[config.mk]
export PLATFORM = sky130hd
export DESIGN_NAME = pcie_rx_credit
export DESIGN_NICKNAME = d
export VERILOG_FILES = /design/src/rtl/pcie_tlp_pkg.sv /design/src/rtl/pcie_rx_credit_cnt.sv /design/src/rtl/pcie_rx_credit.sv
export SDC_FILE = /design/constraint.sdc
export NUM_CORES = 1
export LEC_CHECK = 0
export CORE_MARGIN = 5
export CORE_UTILIZATION = 40
export CTS_BUF_LIST = sky130_fd_sc_hd__clkbuf_2
export CTS_CLUSTER_SIZE = 30
export DETAILED_ROUTE_END_ITERATION = 7
export PLACE_DENSITY = 0.63
export SETUP_SLACK_MARGIN = 0.1
export SYNTH_ARGS = -nofsm -noshare
export SYNTH_HDL_FRONTEND = slang
export SYNTH_HIERARCHICAL = 1
export SYNTH_SLANG_ARGS = --single-unit
[constraint.sdc]
create_clock -name clk_125 -period 6 [get_ports clk_125]
set_input_delay 0.6 -clock clk_125 [delete_from_list [all_inputs] [get_ports clk_125]]
set_output_delay 0.6 -clock clk_125 [all_outputs]
set_load 0.1 [all_outputs]
[src/rtl/pcie_tlp_pkg.sv]
// pcie_tlp_pkg: TLP fmt/type encodings, receive-parser states and credit helpers
package pcie_tlp_pkg;

  localparam logic [4:0] TYPE_MEM      = 5'b00000;
  localparam logic [4:0] TYPE_MEMLK    = 5'b00001;
  localparam logic [4:0] TYPE_IO       = 5'b00010;
  localparam logic [4:0] TYPE_CFG0     = 5'b00100;
  localparam logic [4:0] TYPE_CFG1     = 5'b00101;
  localparam logic [4:0] TYPE_MSG_MASK = 5'b11000;
  localparam logic [4:0] TYPE_MSG      = 5'b10000;
  localparam logic [4:0] TYPE_CPL      = 5'b01010;

  typedef enum logic [1:0] {
    ST_IDLE = 2'd0,
    ST_HDR1 = 2'd1,
    ST_BODY = 2'd2
  } rx_state_e;

  // Data credits are 4 DW each; a length field of 0 encodes 1024 DW.
  function automatic logic [8:0] tlp_data_credits(input logic [9:0] len);
    logic [10:0] l;
    l = (len == 10'd0) ? 11'd1024 : {1'b0, len};
    return 9'((l + 11'd3) >> 2);
  endfunction

  // MWr (data-carrying memory request) and all Msg/MsgD variants.
  function automatic logic tlp_is_posted(input logic [1:0] fmt, input logic [4:0] typ);
    return ((typ == TYPE_MEM) && fmt[1]) || ((typ & TYPE_MSG_MASK) == TYPE_MSG);
  endfunction

  // MRd, MRdLk, IO and Cfg requests; completions fall through to "no credit".
  function automatic logic tlp_is_np(input logic [1:0] fmt, input logic [4:0] typ);
    return ((typ == TYPE_MEM) && !fmt[1]) || (typ == TYPE_MEMLK) || (typ == TYPE_IO) ||
           (typ == TYPE_CFG0) || (typ == TYPE_CFG1);
  endfunction

endpackage

[src/rtl/pcie_rx_credit_cnt.sv]
// pcie_rx_credit_cnt: wrapping statistic counter with clear-over-increment priority
module pcie_rx_credit_cnt #(
  parameter int W = 16
) (
  input  logic         clk_i,
  input  logic         rst_ni,
  input  logic         inc_i,
  input  logic         clr_i,
  output logic [W-1:0] cnt_o
);

  logic [W-1:0] cnt_q, cnt_d;

  // clear wins over increment; natural wrap at 2^W
  always_comb cnt_d = clr_i ? '0 : (inc_i ? cnt_q + 1'b1 : cnt_q);

  // counter register
  always_ff @(posedge clk_i or negedge rst_ni)
    if (!rst_ni) cnt_q <= '0;
    else cnt_q <= cnt_d;

  assign cnt_o = cnt_q;

endmodule

[src/rtl/pcie_rx_credit.sv]
// pcie_rx_credit: snoops VC0 rx TLPs and returns header/data credits one cycle after each TLP ends
module pcie_rx_credit
  import pcie_tlp_pkg::*;
#(
  parameter int         CNT_W  = 16,
  parameter logic [7:0] PD_SAT = 8'hFF
) (
  input  logic             clk_125,
  input  logic             sys_rst_n,
  input  logic             rx_st,
  input  logic             rx_end,
  input  logic [15:0]      rx_data,
  input  logic             stat_clr,
  output logic             ph_cr,
  output logic             pd_cr,
  output logic [7:0]       pd_num,
  output logic             nph_cr,
  output logic             npd_cr,
  output logic [CNT_W-1:0] p_cnt,
  output logic [CNT_W-1:0] np_cnt,
  output logic [CNT_W-1:0] err_cnt
);

  rx_state_e   state_q, state_d;
  logic [1:0]  fmt_q, fmt_d;
  logic [4:0]  type_q, type_d;
  logic [9:0]  len_q, len_d;
  logic        ph_q, ph_d, pd_q, pd_d, nph_q, nph_d, npd_q, npd_d;
  logic [7:0]  pd_num_q, pd_num_d;
  logic [8:0]  data_cr;
  logic        cr_ev, err_ev, posted, non_posted;
  logic        unused_rx_bit;

  assign unused_rx_bit = rx_data[15];

  // state register
  always_ff @(posedge clk_125 or negedge sys_rst_n)
    if (!sys_rst_n) state_q <= ST_IDLE;
    else state_q <= state_d;

  // next state: rx_end always closes the parse, rx_st reopens it at HDR1
  always_comb begin
    state_d = ST_IDLE;
    case (state_q)
      ST_IDLE: state_d = (rx_st && !rx_end) ? ST_HDR1 : ST_IDLE;
      ST_HDR1: state_d = rx_end ? ST_IDLE : (rx_st ? ST_HDR1 : ST_BODY);
      ST_BODY: state_d = rx_end ? ST_IDLE : (rx_st ? ST_HDR1 : ST_BODY);
      default: state_d = ST_IDLE;
    endcase
  end

  // outputs: header capture, error detection and credit scheduling
  always_comb begin
    fmt_d      = rx_st ? rx_data[14:13] : fmt_q;
    type_d     = rx_st ? rx_data[12:8] : type_q;
    len_d      = (state_q == ST_HDR1 && !rx_st) ? rx_data[9:0] : len_q;
    err_ev     = (rx_st && (rx_end || state_q != ST_IDLE)) || (state_q == ST_HDR1 && rx_end);
    cr_ev      = (state_q == ST_BODY) && rx_end && !rx_st;
    posted     = tlp_is_posted(fmt_q, type_q);
    non_posted = tlp_is_np(fmt_q, type_q);
    ph_d       = cr_ev && posted;
    pd_d       = ph_d && fmt_q[1];
    nph_d      = cr_ev && non_posted;
    npd_d      = nph_d && fmt_q[1];
    data_cr    = tlp_data_credits(len_q);
    pd_num_d   = pd_d ? (data_cr[8] ? PD_SAT : data_cr[7:0]) : pd_num_q;
  end

  // captured header fields and registered credit pulses
  always_ff @(posedge clk_125 or negedge sys_rst_n)
    if (!sys_rst_n) begin
      fmt_q    <= '0;
      type_q   <= '0;
      len_q    <= '0;
      ph_q     <= 1'b0;
      pd_q     <= 1'b0;
      nph_q    <= 1'b0;
      npd_q    <= 1'b0;
      pd_num_q <= '0;
    end else begin
      fmt_q    <= fmt_d;
      type_q   <= type_d;
      len_q    <= len_d;
      ph_q     <= ph_d;
      pd_q     <= pd_d;
      nph_q    <= nph_d;
      npd_q    <= npd_d;
      pd_num_q <= pd_num_d;
    end

  assign ph_cr  = ph_q;
  assign pd_cr  = pd_q;
  assign nph_cr = nph_q;
  assign npd_cr = npd_q;
  assign pd_num = pd_num_q;

  pcie_rx_credit_cnt #(.W(CNT_W)) u_p_cnt (
    .clk_i (clk_125),
    .rst_ni(sys_rst_n),
    .inc_i (ph_d),
    .clr_i (stat_clr),
    .cnt_o (p_cnt)
  );

  pcie_rx_credit_cnt #(.W(CNT_W)) u_np_cnt (
    .clk_i (clk_125),
    .rst_ni(sys_rst_n),
    .inc_i (nph_d),
    .clr_i (stat_clr),
    .cnt_o (np_cnt)
  );

  pcie_rx_credit_cnt #(.W(CNT_W)) u_err_cnt (
    .clk_i (clk_125),
    .rst_ni(sys_rst_n),
    .inc_i (err_ev),
    .clr_i (stat_clr),
    .cnt_o (err_cnt)
  );

endmodule

Word level (Yosys, flattened, before mapping)
Cells that the tools add are included.
{ "word_totals": {"word_cells": 65, "ff_bits": 79} }
{ "classes": {"eq_ne": 7, "reduce_logical": 30, "n_addsub": 4, "n_mux": 12} }
{ "op_table": {"columns": ["op", "count"], "rows": [
  ["$mux 16", 6],
  ["$add 16x1->16 const B", 3],
  ["$logic_and 1x1->1", 12],
  ["$add 11x2->11 const B", 1],
  ["$mux 11", 1],
  ["$eq 5x3->1 const B", 2],
  ["$logic_not 10->1", 1],
  ["$mux 8", 1],
  ["$reduce_bool 2->1", 4],
  ["$logic_or 1x1->1", 7],
  ["$eq 5x1->1 const B", 1],
  ["$eq 5x2->1 const B", 1],
  ["$logic_not 5->1", 1],
  ["$eq 2x2->1 const B", 2],
  ["$mux 2", 2],
  ["$pmux 2 s2", 1],
  ["$logic_not 1->1", 3],
  ["$eq 2x1->1 const B", 1],
  ["$logic_not 2->1", 1],
  ["$reduce_or 2->1", 1],
  ["$mux 1", 1]
]} }

Depth between registers and ports, before layout
{ "depth": {"depth_word": 9, "depth_mapped": 9, "depth_no_buf": 8} }

By module
Netlist, hierarchy kept.
{ "modules_own_cells": {"columns": ["mod", "cells_per_inst", "area_per_inst_um2", "n_inst", "seq_area_each_um2"], "rows": [
  ["pcie_rx_credit_cnt", 82, 872.1, 3, 400.4],
  ["pcie_rx_credit", 119, 1346.3, 1, 750.7]
]} }

Worst setup path before layout
No wires, ideal clock.
{ "synth_timing": {"path_type": "reg-to-reg", "from": "reg type_q[0]", "to": "reg u_p_cnt.cnt_q[15] (netlist: u_p_cnt/cnt_o[15])", "stages_incl_launch_ff": 8, "n_path_buf": 1, "t_arrival_ns": 2.165, "t_required_ns": 5.875, "slack_ns": 3.710, "path_cell_list": "dfrtp_1 or4b_1 a21oi_1 buf_4 o211ai_4 nor3_2 nor3b_2 mux2_4"} }
{ "synth_via": {"elab_chain_len": 5} }
{ "synth_rtl": {"columns": ["element", "line_no", "source"], "rows": [
  ["start: declaration", "pcie_rx_credit.sv:26", "logic [4:0] type_q, type_d;"],
  ["start signal: assignment", "pcie_rx_credit.sv:82", "type_q <= type_d;"],
  ["$logic_not 5->1", "pcie_tlp_pkg.sv:28", "return ((typ == TYPE_MEM) && fmt[1]) || ((typ & TYPE_MSG_MASK) == TYPE_MSG);"],
  ["$logic_and 1x1->1", "pcie_tlp_pkg.sv:28", null],
  ["$logic_or 1x1->1", "pcie_tlp_pkg.sv:28", null],
  ["$logic_and 1x1->1", "pcie_rx_credit.sv:61", "ph_d = cr_ev && posted;"],
  ["net ph_d", "pcie_rx_credit.sv:28", "logic ph_q, ph_d, pd_q, pd_d, nph_q, nph_d, npd_q, npd_d;"],
  ["$reduce_bool 2->1 (no source line)", null, null],
  ["end signal: assignment", "pcie_rx_credit_cnt.sv:20", "else cnt_q <= cnt_d;"],
  ["end: declaration", "pcie_rx_credit_cnt.sv:12", "logic [W-1:0] cnt_q, cnt_d;"]
]} }
The timed path passes the listed nets, and every way through them passes these cells.
A chain may end at the register's enable or synchronous reset.

Final worst setup path
{ "layout_timing": {"from": "in rx_st", "to": "reg u_err_cnt.cnt_q[15] (netlist: u_err_cnt/cnt_o[15])"} }
{ "layout_via": {"elab_chain_len": 3} }
{ "layout_rtl": {"columns": ["element", "line_no", "source"], "rows": [
  ["start: declaration", "pcie_rx_credit.sv:10", "input logic rx_st,"],
  ["$logic_and 1x1->1", "pcie_rx_credit.sv:57", "err_ev = (rx_st && (rx_end || state_q != ST_IDLE)) || (state_q == ST_HDR1 && rx_end);"],
  ["$logic_or 1x1->1", "pcie_rx_credit.sv:57", null],
  ["net err_ev", "pcie_rx_credit.sv:31", "logic cr_ev, err_ev, posted, non_posted;"],
  ["$reduce_bool 2->1 (no source line)", null, null],
  ["end signal: assignment", "pcie_rx_credit_cnt.sv:20", null],
  ["end: declaration", "pcie_rx_credit_cnt.sv:12", null]
]} }
The timed path passes the listed nets, and every way through them passes these cells.

==> impl_metrics.tcl <==
set metrics [dict create \
    rows 36 \
    cts_buffers 9 \
    tightest_slew_ps 1080 \
    drtIter0Drc 78 \
    finalClockSkew_ps 36.4 \
    period_needed_ps 2930 \
    dr_total_vias 2934 \
    sw_frac_of_total 0.291 \
    synth.top_cell.area_share 0.493 \
    critPathMaxFanout 13 \
    worst_setup_path_end_kind "flop" \
    start_util 0.407 \
    timing.fmax_mhz 342 \
    ys_warn_count 6 \
    synth.top_cells.by_area "dfrtp_1 49%, xnor2_1 5.3%, nor2_1 5.1%, nor4_2 3.8%, mux2_2 3.1%" \
    fp.dieArea_sq_um 12000 \
    final_hold_viol_count 0 \
    outcome "complete, no violations" \
    cts_post_setup_buffers_inserted 0 \
    timing.final.ws_setup_ps 3070 \
    yosysUniqueCellTypes 40 \
    first_global_vias 2948 \
    finalSetupViolations 0 \
    rr_worst_depth 6 \
    vias_per_cell 5.08 \
    ys_ff_latch 78 \
    startpoint "rx_st" \
    cts_resized 0 \
    nets 468 \
    port_buffers 78 \
    slew_viol_final 0 \
    antenna_found_initial 0 \
    power_density_nw_per_um2 215 \
    fp.dieW_um 110 \
    core_area_sq_um 9730 \
    grt-ovfl-total 0 \
    leakagePower_uw 0.00192 \
    drc 0 \
    area_growth_pct 24.3 \
    rsz0062_at_grt "false" \
    fill_cells 939 \
    power.switching_uw 308 \
    worstPathRequired_ps 6410 \
    routabilityCongestion 0.784 \
    reg2reg_from "type_q[0]$_DFFE_PN0P_" \
    cap_violations 0 \
    seqPwrFrac 0.553 \
    h-tree-depth 3 \
    grt_usage 0.142 \
    syn_inst 365 \
    rrSetupSlack_ps 3180 \
    async_reset_ff_frac 1.00 \
    grt_pass1_wl_um 13600 \
    cts_root_buf "clkbuf_2" \
    die_h_um 110 \
    pwr-share-clk 0.299 \
    synth_top_area_cell "dfrtp_1" \
    clk_transition_reported_paths_ps 220 \
    ios 81 \
    ys_seq_area_frac 0.493 \
    wl_um 8020 \
    avgRoutedWirePerCell_um 13.9 \
    syn_area_per_cell_sq_um 10.9 \
    ctsHoldBuffers 0 \
    drtAntennaViolNets 0 \
    drive_gt1_frac 0.137 \
    setup_tns_ps 0 \
    cell_internal_pwr_uw 752 \
    power_frac_comb 0.148 \
    hpwl_um 5690 \
    cts_buffer_depth 2 \
    fin_crit_sh 0.488 \
    timing.hold.worst.class "in -> async" \
    slew_headroom 0.273 \
    startpoint_type "input pin" \
    synth_edf_count 0 \
    r2r-end "u_p_cnt/cnt_o[15]$_DFFE_PN0P_" \
    critPathKind "in -> reg" \
    n_antenna_cell 0 \
    grt_max_degree 79 \
    peakVddDrop_v 0.000103 \
    cts.sinks 78 \
    dr.pass1.iters 4 \
    ys.flop_type "dfrtp_1" \
    dp_slack_ps 2490 \
    cts_tree "done" \
    clock_latency_ps 490 \
    synth.net_count 393 \
    netlist_area_sq_um 3960 \
    cp_data_arrival_time_ps 3340 \
]
## cell type report
type	instances	area, sq um	area share
repair buffers	79	781	0.159
clock inverters	4	71.3	0.0145
well taps	133	166	0.0338
flip-flops and latches	78	1950	0.396
clock buffers	12	60.1	0.0122
multi-input cells	255	1830	0.372
inverters	17	63.8	0.0130
## stage by stage
step           total power [uW]  hold slack, ps  cells  cell area, sq um   util
2_1_floorplan               701             304    365              3960      -
3_3_place_gp                751             490    562              4790  0.493
3_5_place_dp                755             495    562              4790  0.493
4_1_cts                    1080             204    578              4920  0.506
5_1_grt                    1120             241    578              4920  0.506
6_report                   1060             225    578              4920  0.506
## cell families after synthesis
kind of cell             share of synthesized area
AO/OA/AOI/OAI                               0.0692
XOR/XNOR                                    0.0796
adder cells (fa/ha/maj)                     0.0221
buffers and inverters                       0.0455
flip-flops                                   0.493
multiplexers                                0.0613
AND/OR/NAND/NOR                              0.230
## power groups by stage
stage               clock, uW  combinational [uW]  sequential [uW]
floorplan                   0                68.6              632
global placement            0                 157              594
detailed placement          0                 159              597
CTS                       335                 160              587
global route              355                 171              591
finish                    317                 157              587
## layer usage
| layer | global-route usage | wire length, um | up-vias |
|---|---|---|---|
| li1 | - | - | 1412 |
| met1 | 0.187 | 3700 | 1446 |
| met2 | 0.229 | 3830 | 63 |
| met3 | 0.0276 | 355 | 13 |
| met4 | 0.0579 | 142 | 0 |
| met5 | 0 | 0 | - |
## critical path: stages
cell	delay (ps)
clkdlybuf4s50_1	720
inv_1	110
o21ai_0	870
o211ai_4	220
nor3_2	260
nor3b_2	240
mux2_4	310
## sequential cells by signal (all words and copies together) (netlist names)
signal / flops
u_err_cnt/cnt_o: 16
u_np_cnt/cnt_o: 16
u_p_cnt/cnt_o: 16
len_q: 10
pd_num: 8
type_q: 5
state_q: 2
fmt_q: 1
npd_cr: 1
nph_cr: 1
pd_cr: 1
ph_cr: 1
## synthesized netlist by cell type (all sizes together) (10+ instances only)
cell type  count
mux2          17
nand4         15
a21oi         17
buf           10
o21ai         18
nor4          15
nand2         19
dfrtp         78
xor2          12
nor2          54
inv           17
xnor2         24
## layout by cell type (no fill, tap or decap), types with 2 or more instances in the layout
cell | synthesis | routed
ha_1 | 7 | 7
nand4_2 | 3 | 3
nand2_1 | 19 | 19
a21oi_1 | 17 | 17
nor3_2 | 3 | 3
nor4_2 | 12 | 12
nor4_1 | 3 | 3
nand3_1 | 8 | 8
or3_1 | 9 | 9
nor4b_2 | 3 | 3
mux2_4 | 3 | 3
xor2_1 | 12 | 12
buf_4 | 4 | 2
nor3b_2 | 3 | 3
clkbuf_2 | 0 | 12
mux2_1 | 3 | 3
and3_1 | 4 | 4
nor2_1 | 54 | 54
mux2i_1 | 4 | 4
mux2_2 | 11 | 11
dfrtp_1 | 78 | 78
bufinv_16 | 0 | 2
o211ai_4 | 3 | 3
inv_1 | 17 | 17
nor3_1 | 5 | 5
xnor2_1 | 24 | 24
nor2b_1 | 4 | 4
o21ai_0 | 18 | 18
clkdlybuf4s50_1 | 0 | 76
nand4_1 | 12 | 12
## worst max-delay path by stage
stage                                       to  cells after the start
2_1_floorplan    u_p_cnt/cnt_o[15]$_DFFE_PN0P_                      7
3_3_place_gp     u_p_cnt/cnt_o[15]$_DFFE_PN0P_                      7
3_5_place_dp   u_err_cnt/cnt_o[15]$_DFFE_PN0P_                      7
4_1_cts                              np_cnt[0]                      1
5_1_grt        u_err_cnt/cnt_o[15]$_DFFE_PN0P_                      7
6_report       u_err_cnt/cnt_o[15]$_DFFE_PN0P_                      7
Note: power is estimated with default switching activity, not from simulation.
